**src/rtl/sfp_pkg.sv**
```systemverilog
// Shared widths and field helpers for the SFP (sign/exp/significand) datapath.
package sfp_pkg;

  localparam int EXP_W      = 4;
  localparam int SIG_W      = 4;
  localparam int FMT_W      = 1 + EXP_W + SIG_W;
  localparam int LOW_EXPAND = 2;
  localparam int FIX_W      = SIG_W + 4 + LOW_EXPAND;
  localparam int MAG_W      = SIG_W + 1 + LOW_EXPAND;

  function automatic logic sfp_sign(input logic [FMT_W-1:0] w);
    return w[FMT_W-1];
  endfunction

  function automatic logic [EXP_W-1:0] sfp_exp(input logic [FMT_W-1:0] w);
    return w[FMT_W-2:SIG_W];
  endfunction

  function automatic logic [SIG_W-1:0] sfp_sig(input logic [FMT_W-1:0] w);
    return w[SIG_W-1:0];
  endfunction

endpackage

```
**src/rtl/sfp_align.sv**
```systemverilog
// Aligns one SFP operand to signed fixed point against a shared maximum exponent.
module sfp_align
  import sfp_pkg::*;
#(
  parameter int expWidth    = EXP_W,
  parameter int sigWidth    = SIG_W,
  parameter int formatWidth = FMT_W,
  parameter int low_expand  = LOW_EXPAND
) (
  input  logic [formatWidth-1:0]            sfp_i,
  input  logic [expWidth-1:0]               max_exp_i,
  output logic [sigWidth+4+low_expand-1:0]  fix_o
);

  localparam int MW = sigWidth + 1 + low_expand;
  localparam int FW = sigWidth + 4 + low_expand;

  logic                sign;
  logic [expWidth-1:0] exp_f;
  logic [sigWidth-1:0] sig_f;
  logic [expWidth-1:0] shamt;
  logic [MW-1:0]       mag_full;
  logic [MW-1:0]       mag_sh;
  logic [FW-1:0]       mag_ext;

  assign sign     = sfp_i[formatWidth-1];
  assign exp_f    = sfp_i[formatWidth-2:sigWidth];
  assign sig_f    = sfp_i[sigWidth-1:0];
  assign shamt    = max_exp_i - exp_f;
  assign mag_full = {1'b1, sig_f, {low_expand{1'b0}}};

  // Shifts at or beyond the magnitude width flush to zero (truncation, no rounding).
  assign mag_sh  = (32'(shamt) >= MW) ? '0 : (mag_full >> shamt);
  assign mag_ext = {{(FW-MW){1'b0}}, mag_sh};

  always_comb begin
    fix_o = '0;
    if (exp_f != '0) begin
      fix_o = sign ? (~mag_ext + 1'b1) : mag_ext;
    end
  end

endmodule

```
**src/rtl/hadamard4_align_add.sv**
```systemverilog
// Four-point Hadamard front end: max-exponent search, operand alignment and
// butterfly in a 3-stage valid/ready pipeline.
module hadamard4_align_add
  import sfp_pkg::*;
#(
  parameter int expWidth    = EXP_W,
  parameter int sigWidth    = SIG_W,
  parameter int formatWidth = FMT_W,
  parameter int low_expand  = LOW_EXPAND
) (
  input  logic                                clk,
  input  logic                                rst_n,
  input  logic                                in_valid,
  output logic                                in_ready,
  input  logic [4*formatWidth-1:0]            in_sfp,
  output logic                                out_valid,
  input  logic                                out_ready,
  output logic [4*(sigWidth+4+low_expand)-1:0] out_fix,
  output logic [expWidth-1:0]                 out_max_exp
);

  localparam int W = sigWidth + 4 + low_expand;

  logic                     s1_v_q, s1_v_d;
  logic [4*formatWidth-1:0] s1_sfp_q;
  logic [expWidth-1:0]      s1_max_q, s1_max_d;

  logic                     s2_v_q, s2_v_d;
  logic [3:0][W-1:0]        s2_fix_q, s2_fix_d;
  logic [expWidth-1:0]      s2_max_q;

  logic                     s3_v_q, s3_v_d;
  logic [3:0][W-1:0]        s3_fix_q, s3_fix_d;
  logic [expWidth-1:0]      s3_max_q;

  logic ld1, ld2, ld3;

  assign ld3      = ~s3_v_q | out_ready;
  assign ld2      = ~s2_v_q | ld3;
  assign in_ready = ~s1_v_q | ld2;
  assign ld1      = in_ready;

  assign s1_v_d = ld1 ? in_valid : s1_v_q;
  assign s2_v_d = ld2 ? s1_v_q   : s2_v_q;
  assign s3_v_d = ld3 ? s2_v_q   : s3_v_q;

  // A zero operand has exp==0, so a plain max over raw exponents already excludes it.
  always_comb begin
    s1_max_d = '0;
    for (int k = 0; k < 4; k++) begin
      if (in_sfp[k*formatWidth+sigWidth +: expWidth] > s1_max_d) begin
        s1_max_d = in_sfp[k*formatWidth+sigWidth +: expWidth];
      end
    end
  end

  for (genvar k = 0; k < 4; k++) begin : g_align
    sfp_align #(
      .expWidth    (expWidth),
      .sigWidth    (sigWidth),
      .formatWidth (formatWidth),
      .low_expand  (low_expand)
    ) u_align (
      .sfp_i     (s1_sfp_q[k*formatWidth +: formatWidth]),
      .max_exp_i (s1_max_q),
      .fix_o     (s2_fix_d[k])
    );
  end

  always_comb begin
    s3_fix_d    = '0;
    s3_fix_d[0] = s2_fix_q[0] + s2_fix_q[1] + s2_fix_q[2] + s2_fix_q[3];
    s3_fix_d[1] = s2_fix_q[0] - s2_fix_q[1] + s2_fix_q[2] - s2_fix_q[3];
    s3_fix_d[2] = s2_fix_q[0] + s2_fix_q[1] - s2_fix_q[2] - s2_fix_q[3];
    s3_fix_d[3] = s2_fix_q[0] - s2_fix_q[1] - s2_fix_q[2] + s2_fix_q[3];
  end

  always_ff @(posedge clk or negedge rst_n) begin
    if (!rst_n) begin
      s1_v_q   <= 1'b0;
      s1_sfp_q <= '0;
      s1_max_q <= '0;
      s2_v_q   <= 1'b0;
      s2_fix_q <= '0;
      s2_max_q <= '0;
      s3_v_q   <= 1'b0;
      s3_fix_q <= '0;
      s3_max_q <= '0;
    end else begin
      s1_v_q <= s1_v_d;
      s2_v_q <= s2_v_d;
      s3_v_q <= s3_v_d;
      if (ld1 && in_valid) begin
        s1_sfp_q <= in_sfp;
        s1_max_q <= s1_max_d;
      end
      if (ld2 && s1_v_q) begin
        s2_fix_q <= s2_fix_d;
        s2_max_q <= s1_max_q;
      end
      if (ld3 && s2_v_q) begin
        s3_fix_q <= s3_fix_d;
        s3_max_q <= s2_max_q;
      end
    end
  end

  assign out_valid   = s3_v_q;
  assign out_fix     = s3_fix_q;
  assign out_max_exp = s3_max_q;

endmodule
```
**config.mk**
```make
export PLATFORM = sky130hd
export DESIGN_NAME = hadamard4_align_add
export DESIGN_NICKNAME = d
export VERILOG_FILES = /design/src/rtl/sfp_pkg.sv /design/src/rtl/sfp_align.sv /design/src/rtl/hadamard4_align_add.sv
export SDC_FILE = /design/constraint.sdc
export NUM_CORES = 1
export LEC_CHECK = 0
export CORE_AREA = 2 2 153 155
export CTS_CLUSTER_SIZE = 40
export DETAILED_ROUTE_END_ITERATION = 12
export DIE_AREA = 0 0 155 157
export GPL_TIMING_DRIVEN = 0
export PLACE_DENSITY = 0.69
export SYNTH_ARGS = -nofsm -noshare
export SYNTH_HDL_FRONTEND = slang
export SYNTH_HIERARCHICAL = 1
export SYNTH_SLANG_ARGS = --single-unit
```
**constraint.sdc**
```tcl
create_clock -name clk -period 6.18 [get_ports clk]
set_input_delay 0.618 -clock clk [delete_from_list [all_inputs] [get_ports clk]]
set_output_delay 0.618 -clock clk [all_outputs]
set_load 0.02 [all_outputs]
```
==> flow_summary.html, run 1 <==
<table>
<tr><th>Metric</th><th>Value</th></tr>
<tr><th colspan="2">Timing</th></tr>
<tr><td>Transition time at the pin with the least slew margin</td><td>1140 ps</td></tr>
<tr><td>Relative slew margins</td><td>0.234</td></tr>
<tr><td>Setup violation total in the final timing report</td><td>0</td></tr>
<tr><td>Final setup skew</td><td>10.4 ps</td></tr>
<tr><td>Count of endpoints failing hold in the final timing report</td><td>0</td></tr>
<tr><td>Setup TNS after final layout</td><td>0 ps</td></tr>
<tr><td>Fin crit period</td><td>4890 ps</td></tr>
<tr><td>FMAX</td><td>204 MHz</td></tr>
<tr><td>Post-Route Hold Slack</td><td>132 ps</td></tr>
<tr><td>Portion of the clock cycle consumed by the worst path in the final layout</td><td>0.792</td></tr>
<tr><td>Unrepaired setup endpoints after global routing</td><td>false</td></tr>
<tr><td>Fin. max-slew vios</td><td>0</td></tr>
<tr><td>Min setup slack post-route</td><td>1290 ps</td></tr>
<tr><th colspan="2">Detailed routing</th></tr>
<tr><td>Vias</td><td>8848</td></tr>
<tr><td>Initial DRC Count</td><td>368</td></tr>
<tr><td>Antenna viol nets, final</td><td>0</td></tr>
<tr><td>DRC</td><td>0</td></tr>
<tr><td>Number of iterations in the first detailed-routing pass</td><td>5</td></tr>
<tr><td>Vias per Instance</td><td>5.63</td></tr>
<tr><td>Routed wire length</td><td>26.7 mm</td></tr>
<tr><td>Routed wire length per instance</td><td>17.0 µm</td></tr>
<tr><th colspan="2">Synth</th></tr>
<tr><td>Yosys cell types</td><td>70</td></tr>
<tr><td>Total number of yosys warnings</td><td>6</td></tr>
<tr><td>Prevailing post-synth register cell</td><td>sky130_fd_sc_hd__dfrtp_1</td></tr>
<tr><td>Simple-gate area share of the yosys netlist</td><td>0.130</td></tr>
<tr><td>Number of enable flip-flop cells after synthesis</td><td>0</td></tr>
<tr><td>Post-Syn Area</td><td>11200 µm²</td></tr>
<tr><td>Register bit count reported by yosys</td><td>131</td></tr>
<tr><td>Synth Area in XOR/XNOR</td><td>0.0558</td></tr>
<tr><td>Synth Area in Compound Gates</td><td>0.181</td></tr>
<tr><td>Mux cell area share after synthesis</td><td>0.110</td></tr>
<tr><td>Adder and majority gate portion of the synthesized area</td><td>0.170</td></tr>
<tr><td>Mean post-synth cell area</td><td>9.56 µm²</td></tr>
<tr><td>Fraction of registers with async set or reset after synthesis</td><td>1.00</td></tr>
<tr><td>Largest family of logic cells by synthesized area</td><td>compound AO/OA/AOI/OAI gates</td></tr>
<tr><td>Post-synthesis sequential area ratio</td><td>0.293</td></tr>
<tr><td>Post-Synthesis Net Count</td><td>1335</td></tr>
<tr><td>Gate count of the mapped netlist</td><td>1169</td></tr>
<tr><th colspan="2">Cells and area</th></tr>
<tr><td>Area growth, synth to finish</td><td>16.2%</td></tr>
<tr><td>Post-route cell area</td><td>13000 µm²</td></tr>
<tr><td>Final nets</td><td>1440</td></tr>
<tr><td>Commonest cells after routing, fill and taps aside</td><td>sky130_fd_sc_hd__dfrtp_1 (131), sky130_fd_sc_hd__inv_1 (119), sky130_fd_sc_hd__mux2_2 (92)</td></tr>
<tr><td>Share of cells above drive strength 1</td><td>0.142</td></tr>
<tr><td>Antenna diode count</td><td>0</td></tr>
<tr><td>Most frequent standard cell in the layout excluding fill and tap cells</td><td>sky130_fd_sc_hd__dfrtp_1</td></tr>
<tr><th colspan="2">Placement</th></tr>
<tr><td>Half-perimeter wire length after detailed placement</td><td>21.0 mm</td></tr>
<tr><td>Post-Place Setup Slack</td><td>859 ps</td></tr>
<tr><td>I/O Buffers</td><td>85</td></tr>
<tr><td>Final weighted congestion in routability-driven placement</td><td>0.908</td></tr>
<tr><td>DP Area</td><td>12400 µm²</td></tr>
<tr><th colspan="2">Die</th></tr>
<tr><td>IO Pins</td><td>86</td></tr>
<tr><td>Starting density of the core</td><td>0.496</td></tr>
<tr><td>Total die area</td><td>24300 µm²</td></tr>
<tr><td>Die width</td><td>155 µm</td></tr>
<tr><td>Core area</td><td>22500 µm²</td></tr>
<tr><td>Number of cell rows</td><td>55</td></tr>
<tr><td>Chip height</td><td>157 µm</td></tr>
<tr><th colspan="2">Worst setup path</th></tr>
<tr><td>Worst r2r dst</td><td>out_fix[19]</td></tr>
<tr><td>Category of the most critical setup path</td><td>input pin to register</td></tr>
<tr><td>Worst-path maximum fanout</td><td>8</td></tr>
<tr><td>Crit path capture</td><td>s1_max_q[0]</td></tr>
<tr><td>Data arrival time at the worst-slack endpoint</td><td>5210 ps</td></tr>
<tr><td>Worst reg2reg setup slack</td><td>1660 ps</td></tr>
<tr><td>CP startpoint</td><td>in_sfp[5]</td></tr>
<tr><td>Critical path depth in cells</td><td>24</td></tr>
<tr><td>Critical Path Slowest Stage Cell</td><td>sky130_fd_sc_hd__a41oi_1</td></tr>
<tr><td>Register-to-Register Path Depth</td><td>17</td></tr>
<tr><td>Worst endpoint required time</td><td>6500 ps</td></tr>
<tr><td>Most frequent CP cell</td><td>sky130_fd_sc_hd__a21oi_1</td></tr>
<tr><td>Bufs and invs on worst path</td><td>2</td></tr>
<tr><td>Launching element type of the critical path</td><td>input pin</td></tr>
<tr><td>Capturing element type of the critical path</td><td>register</td></tr>
<tr><td>Sequence of cells on the critical path</td><td>clkdlybuf4s50_1 -&gt; inv_1 -&gt; ha_1 -&gt; nor2b_2 -&gt; o211ai_2 -&gt; a21oi_4 -&gt; nor2_1 -&gt; a21oi_1 -&gt; ha_1 -&gt; a21oi_1 -&gt; a31oi_1 -&gt; a21oi_1 -&gt; a21bo_2 -&gt; nor2_1 -&gt; mux2_4 -&gt; ha_1 -&gt; nor2b_1 -&gt; o21ai_0 -&gt; nand2b_1 -&gt; a21oi_1 -&gt; a41oi_1 -&gt; a21oi_1 -&gt; a21oi_1 -&gt; o21ba_1</td></tr>
<tr><td>Family with the most delay on the worst path</td><td>compound AO/OA/AOI/OAI gates</td></tr>
<tr><td>Max stage delay on crit path</td><td>540 ps</td></tr>
<tr><td>Launching point of the worst reg2reg path</td><td>s2_fix_q[0]</td></tr>
<tr><th colspan="2">Global routing</th></tr>
<tr><td>Global-route wire length before repair</td><td>43.6 mm</td></tr>
<tr><td>Maximum number of pins on one net before global-route repair</td><td>83</td></tr>
<tr><td>Number of global-route vias before repair</td><td>8550</td></tr>
<tr><td>Antenna violations before repair</td><td>0</td></tr>
<tr><td>Combined global-route utilization of all metal layers</td><td>0.225</td></tr>
<tr><td>Overflow left after global routing</td><td>0</td></tr>
<tr><th colspan="2">Run</th></tr>
<tr><td>Number of max-cap violations</td><td>0</td></tr>
<tr><th colspan="2">Clock tree</th></tr>
<tr><td>TritonCTS clock tree</td><td>built</td></tr>
<tr><td>Buffer depth of the longest clock path</td><td>2</td></tr>
<tr><td>Post-CTS setup-driven buffer insertion count</td><td>0</td></tr>
<tr><td>Register clock-pin slew on the reported worst setup and hold paths</td><td>60 ps</td></tr>
<tr><td>Clock latency on the worst-skew pair</td><td>430 ps</td></tr>
<tr><td>Total of hold buffers inserted after clock tree synthesis</td><td>0</td></tr>
<tr><td>Sink Count</td><td>131</td></tr>
<tr><td>Number of H-tree levels</td><td>4</td></tr>
<tr><td>Clock root cell</td><td>sky130_fd_sc_hd__clkbuf_16</td></tr>
<tr><td>Resized cells post-CTS</td><td>0</td></tr>
<tr><td>Number of buffers added by the clock tree synthesis step</td><td>17</td></tr>
<tr><th colspan="2">Status</th></tr>
<tr><td>Run status</td><td>finished, final reports clean</td></tr>
<tr><th colspan="2">Min path</th></tr>
<tr><td>Worst min-delay path class</td><td>input pin to asynchronous set/reset pin</td></tr>
</table>
## stage by stage
stage	util	std cells
floorplan	-	1169
finish	0.577	1571
global placement	0.550	1539
CTS	0.577	1571
global route	0.577	1571
detailed placement	0.551	1540
## sequential cells by signal (all words and copies together) (netlist names)
name	cells
s1_v_q	1
out_valid	1
out_fix	40
out_max_exp	4
s2_v_q	1
s1_sfp_q	36
s2_fix_q	40
s1_max_q	4
s2_max_q	4
## cells by family (layout without fill, tap and decap cells)
| logic type | after synthesis | after routing |
|---|---|---|
| compound gates | 296 | 296 |
| xor+xnor | 66 | 66 |
| fa+ha+maj | 126 | 126 |
| buf+inv | 168 | 285 |
| flops | 131 | 131 |
| mux | 111 | 111 |
| simple gates | 271 | 271 |
## cell type report
cell class | count | area, µm²
timing repair buffer | 86 | 880
clock buffer | 22 | 464
sequential | 131 | 3280
clock inverter | 9 | 106
fill | 1975 | 9530
inverter | 119 | 447
tap | 285 | 357
multi-input combinational | 870 | 7230
buffer | 49 | 215
## synth_stat cells (all sizes together), types with 13 or more instances
cell type	count	area, µm²
a31oi	14	87.6
nand2	85	339
xor2	34	328
a21oi	63	334
and3	17	128
o21ai	91	515
ha	83	1040
nand2b	16	100
mux2	93	1050
a211oi	15	113
a21o	17	133
nor2	38	143
o2111ai	13	114
o211ai	15	118
xnor2	31	272
dfrtp	131	3280
nor2b	13	83.8
nand3	27	135
buf	19	103
nor3	13	65.1
mux2i	18	180
fa	43	861
inv	119	447
clkbuf	30	113
## worst min path at each step
stage | startpoint | end | slack [ps] | cells past startpoint
2_1_floorplan | rst_n | out_fix[0] | 320 | 0
3_3_place_gp | out_fix[15] | out_fix[15] | 460 | 2
3_5_place_dp | out_fix[13] | out_fix[13] | 470 | 2
4_1_cts | rst_n | out_fix[20] | 140 | 1
5_1_grt | rst_n | out_fix[20] | 170 | 1
6_report | rst_n | out_fix[20] | 130 | 1
## layer usage
metal,GRT usage,wire length (µm)
met4,0.0750,653
met5,0,0
met2,0.373,12500
met1,0.304,12500
met3,0.0300,1030
Power of run 1 is left out: the tool's default activity adds up to more than one toggle a clock period on the data nets, which glitch-free logic cannot reach.
==> run 2: changes to the inputs <==
- PLACE_DENSITY: 0.69 -> 0.72
- clock period: 6.18 -> 4.45 ns (I/O delays scaled with it)
==> flow_summary.html, run 2 (synthesis results as in run 1) <==
<table>
<tr><th>Metric</th><th>Value</th></tr>
<tr><th colspan="2">Cells and area</th></tr>
<tr><td>Area growth, synth to finish</td><td>17.7%</td></tr>
<tr><td>Area used by sequential logic in the layout</td><td>3280 µm² (unchanged)</td></tr>
<tr><td>Multi-input gate area</td><td>7350 µm² (+1.7%)</td></tr>
<tr><td>Commonest cells after routing, fill and taps aside</td><td>sky130_fd_sc_hd__dfrtp_1 (131), sky130_fd_sc_hd__inv_1 (119), sky130_fd_sc_hd__mux2_2 (91)</td></tr>
<tr><td>Post-route cell area</td><td>13100 µm² (+1.3%)</td></tr>
<tr><td>Final nets</td><td>1447 (+0.49%)</td></tr>
<tr><td>Most frequent standard cell in the layout excluding fill and tap cells</td><td>sky130_fd_sc_hd__dfrtp_1</td></tr>
<tr><td>Antenna diode count</td><td>0 (unchanged)</td></tr>
<tr><td>Fill count</td><td>1971 (-0.20%)</td></tr>
<tr><td>Share of cells above drive strength 1</td><td>0.164 (+0.0215)</td></tr>
<tr><th colspan="2">Worst setup path</th></tr>
<tr><td>Launching element type of the critical path</td><td>register</td></tr>
<tr><td>Family with the most delay on the worst path</td><td>adder cells</td></tr>
<tr><td>Worst-path maximum fanout</td><td>3 (-5)</td></tr>
<tr><td>Sequence of cells on the critical path</td><td>inv_1 -&gt; ha_1 -&gt; inv_1 -&gt; fa_2 -&gt; a21o_1 -&gt; a21oi_2 -&gt; o21bai_1 -&gt; a21oi_2 -&gt; xnor2_2 -&gt; fa_2 -&gt; ha_4 -&gt; nor2_2 -&gt; or4b_4 -&gt; a221o_1 -&gt; xor2_1 -&gt; xnor2_1 -&gt; mux2_2</td></tr>
<tr><td>Critical path depth in cells</td><td>17 (-29%)</td></tr>
<tr><td>Worst reg2reg setup slack</td><td>190 ps (-1470 ps)</td></tr>
<tr><td>Max stage delay on crit path</td><td>530 ps (about the same)</td></tr>
<tr><td>Worst r2r dst</td><td>out_fix[19]</td></tr>
<tr><td>Data arrival time at the worst-slack endpoint</td><td>4570 ps (-640 ps)</td></tr>
<tr><td>Register-to-Register Path Depth</td><td>17 (unchanged)</td></tr>
<tr><td>Launching point of the worst reg2reg path</td><td>s2_fix_q[0]</td></tr>
<tr><td>Crit path capture</td><td>out_fix[19]</td></tr>
<tr><td>Capturing element type of the critical path</td><td>register</td></tr>
<tr><td>CP startpoint</td><td>s2_fix_q[0]</td></tr>
<tr><td>Category of the most critical setup path</td><td>register to register</td></tr>
<tr><td>Bufs and invs on worst path</td><td>2 (unchanged)</td></tr>
<tr><td>Critical Path Slowest Stage Cell</td><td>sky130_fd_sc_hd__fa_2</td></tr>
<tr><td>Worst endpoint required time</td><td>4760 ps (-1740 ps)</td></tr>
<tr><th colspan="2">Min path</th></tr>
<tr><td>Hold path cells</td><td>2</td></tr>
<tr><td>Worst min-delay path class</td><td>register to register</td></tr>
<tr><th colspan="2">Die</th></tr>
<tr><td>Number of cell rows</td><td>55 (unchanged)</td></tr>
<tr><td>Starting density of the core</td><td>0.496 (unchanged)</td></tr>
<tr><td>Core area</td><td>22500 µm² (unchanged)</td></tr>
<tr><td>IO Pins</td><td>86 (unchanged)</td></tr>
<tr><td>Total die area</td><td>24300 µm² (unchanged)</td></tr>
<tr><td>Chip height</td><td>157 µm (unchanged)</td></tr>
<tr><td>Die width</td><td>155 µm (unchanged)</td></tr>
<tr><th colspan="2">Detailed routing</th></tr>
<tr><td>Antenna viol nets, final</td><td>0 (unchanged)</td></tr>
<tr><td>Number of iterations in the first detailed-routing pass</td><td>7 (+2)</td></tr>
<tr><td>Initial DRC Count</td><td>384 (+4.3%)</td></tr>
<tr><td>Routed wire length</td><td>27.0 mm (+1.1%)</td></tr>
<tr><td>Vias</td><td>9021 (+2.0%)</td></tr>
<tr><td>DRC</td><td>0 (unchanged)</td></tr>
<tr><td>Vias per Instance</td><td>5.71 (+1.4%)</td></tr>
<tr><td>Routed wire length per instance</td><td>17.1 µm (+0.60%)</td></tr>
<tr><th colspan="2">Clock tree</th></tr>
<tr><td>Number of H-tree levels</td><td>4 (unchanged)</td></tr>
<tr><td>Sink Count</td><td>131 (unchanged)</td></tr>
<tr><td>Number of buffers added by the clock tree synthesis step</td><td>17 (unchanged)</td></tr>
<tr><td>Clock root cell</td><td>sky130_fd_sc_hd__clkbuf_16</td></tr>
<tr><td>Buffer depth of the longest clock path</td><td>2 (unchanged)</td></tr>
<tr><td>Register clock-pin slew on the reported worst setup and hold paths</td><td>60 ps (about the same)</td></tr>
<tr><td>TritonCTS clock tree</td><td>built</td></tr>
<tr><td>Clock latency on the worst-skew pair</td><td>430 ps (about the same)</td></tr>
<tr><th colspan="2">Global routing</th></tr>
<tr><td>Number of global-route vias before repair</td><td>8834 (+3.3%)</td></tr>
<tr><td>Overflow left after global routing</td><td>0 (unchanged)</td></tr>
<tr><td>Combined global-route utilization of all metal layers</td><td>0.227 (+0.00247)</td></tr>
<tr><td>Maximum number of pins on one net before global-route repair</td><td>92 (+11%)</td></tr>
<tr><td>Global-route wire length before repair</td><td>44.5 mm (+2.0%)</td></tr>
<tr><td>Antenna violations before repair</td><td>0 (unchanged)</td></tr>
<tr><th colspan="2">Placement</th></tr>
<tr><td>Final weighted congestion in routability-driven placement</td><td>0.897 (-1.2%)</td></tr>
<tr><td>I/O Buffers</td><td>85 (unchanged)</td></tr>
<tr><td>DP Area</td><td>12400 µm² (unchanged)</td></tr>
<tr><td>Half-perimeter wire length after detailed placement</td><td>20.9 mm (-0.24%)</td></tr>
<tr><th colspan="2">Run</th></tr>
<tr><td>Number of max-cap violations</td><td>0 (unchanged)</td></tr>
<tr><th colspan="2">Timing</th></tr>
<tr><td>Unrepaired setup endpoints after global routing</td><td>true</td></tr>
<tr><td>Fin crit period</td><td>4260 ps</td></tr>
<tr><td>Count of endpoints failing hold in the final timing report</td><td>0 (unchanged)</td></tr>
<tr><td>Setup violation total in the final timing report</td><td>0 (unchanged)</td></tr>
<tr><td>Fin. max-slew vios</td><td>0 (unchanged)</td></tr>
<tr><td>Relative slew margins</td><td>0.181 (-0.0531)</td></tr>
<tr><td>FMAX</td><td>235 MHz</td></tr>
<tr><td>Transition time at the pin with the least slew margin</td><td>1220 ps (+79.0 ps)</td></tr>
<tr><td>Final setup skew</td><td>10.5 ps (+0.0252 ps)</td></tr>
<tr><td>Portion of the clock cycle consumed by the worst path in the final layout</td><td>0.957</td></tr>
<tr><th colspan="2">Status</th></tr>
<tr><td>Run status</td><td>finished, final reports clean</td></tr>
</table>
-- run 2: cell count changes in the layout (fill, tap and decap cells not counted), sizes merged --
| cell | delta |
|---|---|
| bufinv | -1 |
| clkinvlp | +4 |
| dlygate4sd3 | +1 |
| inv | +3 |
| clkbuf | -5 |
| buf | +6 |
-- run 2: how the worst min path moves through the flow --
stage                     slack, ps           to         from
after global placement          460  out_fix[16]  out_fix[16]
after CTS                       480  out_fix[27]  out_fix[27]
after detailed placement        390  out_fix[20]        rst_n
after global routing            500  out_fix[36]  out_fix[36]
final                           480  out_fix[22]  out_fix[22]
after floorplan                 150   out_fix[0]        rst_n
-- run 2: metrics by stage --
stage	util	setup TNS [ps]	setup slack [ps]	hold WS [ps]	instances
final	0.584	0	190	476	1579
after CTS	0.578	0	47.3	484	1574
after global routing	0.584	-29.2	-19.7	499	1579
after global placement	0.550	-311700	-2380	462	1539
after floorplan	-	0	395	149	1169
after detailed placement	0.551	-2590	-706	388	1540
-- run 2: repair_timing --
| action | 4_1_cts | 5_1_grt |
|---|---|---|
| pin swaps | 0 | 8 |
| setup endpoints to repair | 5 | 7 |
| endpoints found under the hold margin | 40 | 0 |
| hold buffers | 1 | 0 |
| resized for setup | 3 | 20 |
| buffers inserted | 1 | 5 |
-- run 2: area by class of cell --
cell class | instances | share of cell area
buffer | 49 | 0.0164
clock buffer | 17 | 0.0324
clock inverter | 15 | 0.0101
inverter | 119 | 0.0340
multi-input combinational | 870 | 0.559
sequential | 131 | 0.249
tap | 285 | 0.0271
timing repair buffer | 93 | 0.0714
-- run 2: worst register-to-register path, cell delays in order, from the launching register on --
cell and delay (ps):
sky130_fd_sc_hd__dfrtp_1 400, sky130_fd_sc_hd__inv_1 70, sky130_fd_sc_hd__ha_1 160, sky130_fd_sc_hd__inv_1 60
sky130_fd_sc_hd__fa_2 350, sky130_fd_sc_hd__a21o_1 200, sky130_fd_sc_hd__a21oi_2 200, sky130_fd_sc_hd__o21bai_1 130
sky130_fd_sc_hd__a21oi_2 230, sky130_fd_sc_hd__xnor2_2 180, sky130_fd_sc_hd__fa_2 530, sky130_fd_sc_hd__ha_4 190
sky130_fd_sc_hd__nor2_2 90, sky130_fd_sc_hd__or4b_4 480, sky130_fd_sc_hd__a221o_1 330, sky130_fd_sc_hd__xor2_1 160
sky130_fd_sc_hd__xnor2_1 120, sky130_fd_sc_hd__mux2_2 260
-- run 2: metal layers --
layer	vias to the layer above	track usage	wire length, µm
li1	4368	-	-
met1	4376	0.304	12500
met2	247	0.389	13000
met3	30	0.0303	1080
met4	0	0.0604	466
met5	-	0	0
Power of run 2 is left out for the same reason.
==> run 3: changes to the inputs <==
- CORE_AREA: 2 2 153 155 -> 8 8 159 161
- DIE_AREA: 0 0 155 157 -> 0 0 167 169
- TNS_END_PERCENT: not set -> 30
==> flow_summary.html, run 3 (synthesis results as in run 1) <==
<table>
<tr><th>Metric</th><th>Value</th></tr>
<tr><th colspan="2">Timing</th></tr>
<tr><td>Transition time at the pin with the least slew margin</td><td>1200 ps (-20.6 ps)</td></tr>
<tr><td>Fin. max-slew vios</td><td>0 (unchanged)</td></tr>
<tr><td>Portion of the clock cycle consumed by the worst path in the final layout</td><td>0.962 (+0.00495)</td></tr>
<tr><td>Relative slew margins</td><td>0.195 (+0.0139)</td></tr>
<tr><td>Count of endpoints failing hold in the final timing report</td><td>0 (unchanged)</td></tr>
<tr><td>Final setup skew</td><td>11.8 ps (+1.32 ps)</td></tr>
<tr><td>Fin crit period</td><td>4280 ps (+22.0 ps)</td></tr>
<tr><td>Unrepaired setup endpoints after global routing</td><td>true</td></tr>
<tr><td>Setup violation total in the final timing report</td><td>0 (unchanged)</td></tr>
<tr><td>FMAX</td><td>234 MHz (-0.51%)</td></tr>
<tr><td>Setup TNS after final layout</td><td>0 ps (unchanged)</td></tr>
<tr><td>Post-Route Hold Slack</td><td>477 ps (+0.686 ps)</td></tr>
<tr><th colspan="2">Placement</th></tr>
<tr><td>DP Area</td><td>12400 µm² (about the same)</td></tr>
<tr><td>I/O Buffers</td><td>85 (unchanged)</td></tr>
<tr><td>Half-perimeter wire length after detailed placement</td><td>21.3 mm (+2.0%)</td></tr>
<tr><td>Final weighted congestion in routability-driven placement</td><td>0.900 (+0.36%)</td></tr>
<tr><th colspan="2">Worst setup path</th></tr>
<tr><td>Category of the most critical setup path</td><td>register to register</td></tr>
<tr><td>Worst-path maximum fanout</td><td>5 (+2)</td></tr>
<tr><td>Worst endpoint required time</td><td>4810 ps (+50 ps)</td></tr>
<tr><td>Data arrival time at the worst-slack endpoint</td><td>4640 ps (+70 ps)</td></tr>
<tr><td>CP startpoint</td><td>s2_fix_q[0]</td></tr>
<tr><td>Launching element type of the critical path</td><td>register</td></tr>
<tr><td>Launching point of the worst reg2reg path</td><td>s2_fix_q[0]</td></tr>
<tr><td>Capturing element type of the critical path</td><td>register</td></tr>
<tr><th colspan="2">Cells and area</th></tr>
<tr><td>Fill count</td><td>2003 (+1.6%)</td></tr>
<tr><td>Final nets</td><td>1444 (-0.21%)</td></tr>
<tr><td>Post-route cell area</td><td>13200 µm² (+0.19%)</td></tr>
<tr><td>Most frequent standard cell in the layout excluding fill and tap cells</td><td>sky130_fd_sc_hd__dfrtp_1</td></tr>
<tr><td>Area growth, synth to finish</td><td>17.9%</td></tr>
<tr><td>Antenna diode count</td><td>0 (unchanged)</td></tr>
<tr><td>Commonest cells after routing, fill and taps aside</td><td>sky130_fd_sc_hd__dfrtp_1 (131), sky130_fd_sc_hd__inv_1 (119), sky130_fd_sc_hd__mux2_2 (92)</td></tr>
<tr><td>Share of cells above drive strength 1</td><td>0.159 (-0.00504)</td></tr>
<tr><th colspan="2">Die</th></tr>
<tr><td>IO Pins</td><td>86 (unchanged)</td></tr>
<tr><td>Chip height</td><td>169 µm (+7.6%)</td></tr>
<tr><td>Number of cell rows</td><td>56 (+1.8%)</td></tr>
<tr><td>Total die area</td><td>28200 µm² (+16%)</td></tr>
<tr><td>Die width</td><td>167 µm (+7.7%)</td></tr>
<tr><td>Starting density of the core</td><td>0.488 (-0.00886)</td></tr>
<tr><td>Core area</td><td>22900 µm² (+1.8%)</td></tr>
<tr><th colspan="2">Clock tree</th></tr>
<tr><td>Clock root cell</td><td>sky130_fd_sc_hd__clkbuf_16</td></tr>
<tr><td>Sink Count</td><td>131 (unchanged)</td></tr>
<tr><td>Clock latency on the worst-skew pair</td><td>440 ps (about the same)</td></tr>
<tr><td>Register clock-pin slew on the reported worst setup and hold paths</td><td>60 ps (about the same)</td></tr>
<tr><td>Number of H-tree levels</td><td>4 (unchanged)</td></tr>
<tr><td>TritonCTS clock tree</td><td>built</td></tr>
<tr><td>Number of buffers added by the clock tree synthesis step</td><td>17 (unchanged)</td></tr>
<tr><td>Buffer depth of the longest clock path</td><td>2 (unchanged)</td></tr>
<tr><th colspan="2">Detailed routing</th></tr>
<tr><td>Routed wire length per instance</td><td>17.3 µm (+1.2%)</td></tr>
<tr><td>DRC</td><td>0 (unchanged)</td></tr>
<tr><td>Number of iterations in the first detailed-routing pass</td><td>4 (-3)</td></tr>
<tr><td>Vias per Instance</td><td>5.61 (-1.9%)</td></tr>
<tr><td>Vias</td><td>8863 (-1.8%)</td></tr>
<tr><td>Initial DRC Count</td><td>568 (+48%)</td></tr>
<tr><td>Antenna viol nets, final</td><td>0 (unchanged)</td></tr>
<tr><td>Routed wire length</td><td>27.3 mm (+1.3%)</td></tr>
<tr><th colspan="2">Global routing</th></tr>
<tr><td>Number of global-route vias before repair</td><td>8912 (+0.88%)</td></tr>
<tr><td>Maximum number of pins on one net before global-route repair</td><td>90 (-2.2%)</td></tr>
<tr><td>Overflow left after global routing</td><td>0 (unchanged)</td></tr>
<tr><td>Combined global-route utilization of all metal layers</td><td>0.197 (-0.0303)</td></tr>
<tr><td>Global-route wire length before repair</td><td>45.5 mm (+2.3%)</td></tr>
<tr><td>Antenna violations before repair</td><td>0 (unchanged)</td></tr>
<tr><th colspan="2">Min path</th></tr>
<tr><td>Critical hold path startpoint</td><td>out_fix[16]</td></tr>
<tr><td>Worst min-delay path class</td><td>register to register</td></tr>
<tr><th colspan="2">Status</th></tr>
<tr><td>Run status</td><td>finished, final reports clean</td></tr>
<tr><th colspan="2">Run</th></tr>
<tr><td>Number of max-cap violations</td><td>0 (unchanged)</td></tr>
</table>
run 3: cell count changes in the layout (fill, tap and decap cells not counted), sizes merged:
| cell | change |
|---|---|
| inv | +4 |
| bufinv | +3 |
| buf | -3 |
| clkinvlp | -1 |
| clkinv | -6 |
run 3: critical path, cell delays in order, from the launching register on:
cell and delay (ps):
sky130_fd_sc_hd__dfrtp_1 420, sky130_fd_sc_hd__ha_1 250, sky130_fd_sc_hd__fa_1 410, sky130_fd_sc_hd__nand2b_1 100, sky130_fd_sc_hd__a21oi_1 70, sky130_fd_sc_hd__nor2_1 170
sky130_fd_sc_hd__o21bai_1 120, sky130_fd_sc_hd__a21oi_2 200, sky130_fd_sc_hd__xnor2_1 220, sky130_fd_sc_hd__fa_1 470, sky130_fd_sc_hd__inv_1 110, sky130_fd_sc_hd__ha_1 290
sky130_fd_sc_hd__o2111ai_1 130, sky130_fd_sc_hd__nand4b_1 210, sky130_fd_sc_hd__a21o_1 220, sky130_fd_sc_hd__a21o_1 180, sky130_fd_sc_hd__xor2_1 180, sky130_fd_sc_hd__xor3_1 350
sky130_fd_sc_hd__o21ai_1 120
run 3: cell type report:
cell class,instances,area (µm²),share of cell area
buffer,49,215,0.0163
clock buffer,17,425,0.0323
clock inverter,15,220,0.0167
inverter,119,447,0.0339
multi-input combinational,870,7310,0.555
sequential,131,3280,0.249
tap,290,363,0.0275
timing repair buffer,90,912,0.0693
run 3: path summary, 6_finish.rpt:
path	end	slack, ps	depth (start not counted)
max	out_fix[9]	170	18
min	out_fix[16]	480	2
max reg2reg	out_fix[9]	170	18
min reg2reg	out_fix[16]	480	2
max in group asynchronous	out_fix[29]	3170	3
min in group asynchronous	s1_sfp_q[3]	490	2
run 3: metrics by stage:
stage                      util  instances  setup slack [ps]
after floorplan               -       1169               395
after detailed placement  0.542       1545              -674
after global placement    0.541       1544             -2330
after global routing      0.575       1581             -53.6
after CTS                 0.572       1578              9.80
final                     0.575       1581               168
run 3: repair_timing:
| item | CTS | global route |
|---|---|---|
| hold endpoints to repair | 42 | 0 |
| endpoints found under the setup margin | 5 | 7 |
| hold buffers | 1 | 0 |
| gates resized for setup | 5 | 11 |
| setup buffers | 0 | 3 |
| pin swaps | 1 | 6 |
run 3: metal layers:
layer  up-vias  track usage  wire [µm]
met3        32       0.0359       1250
met4         0       0.0544        481
li1       4354            -          -
met1      4266        0.258      12700
met5         -            0          0
met2       211        0.329      12900
Power of run 3 is left out for the same reason.
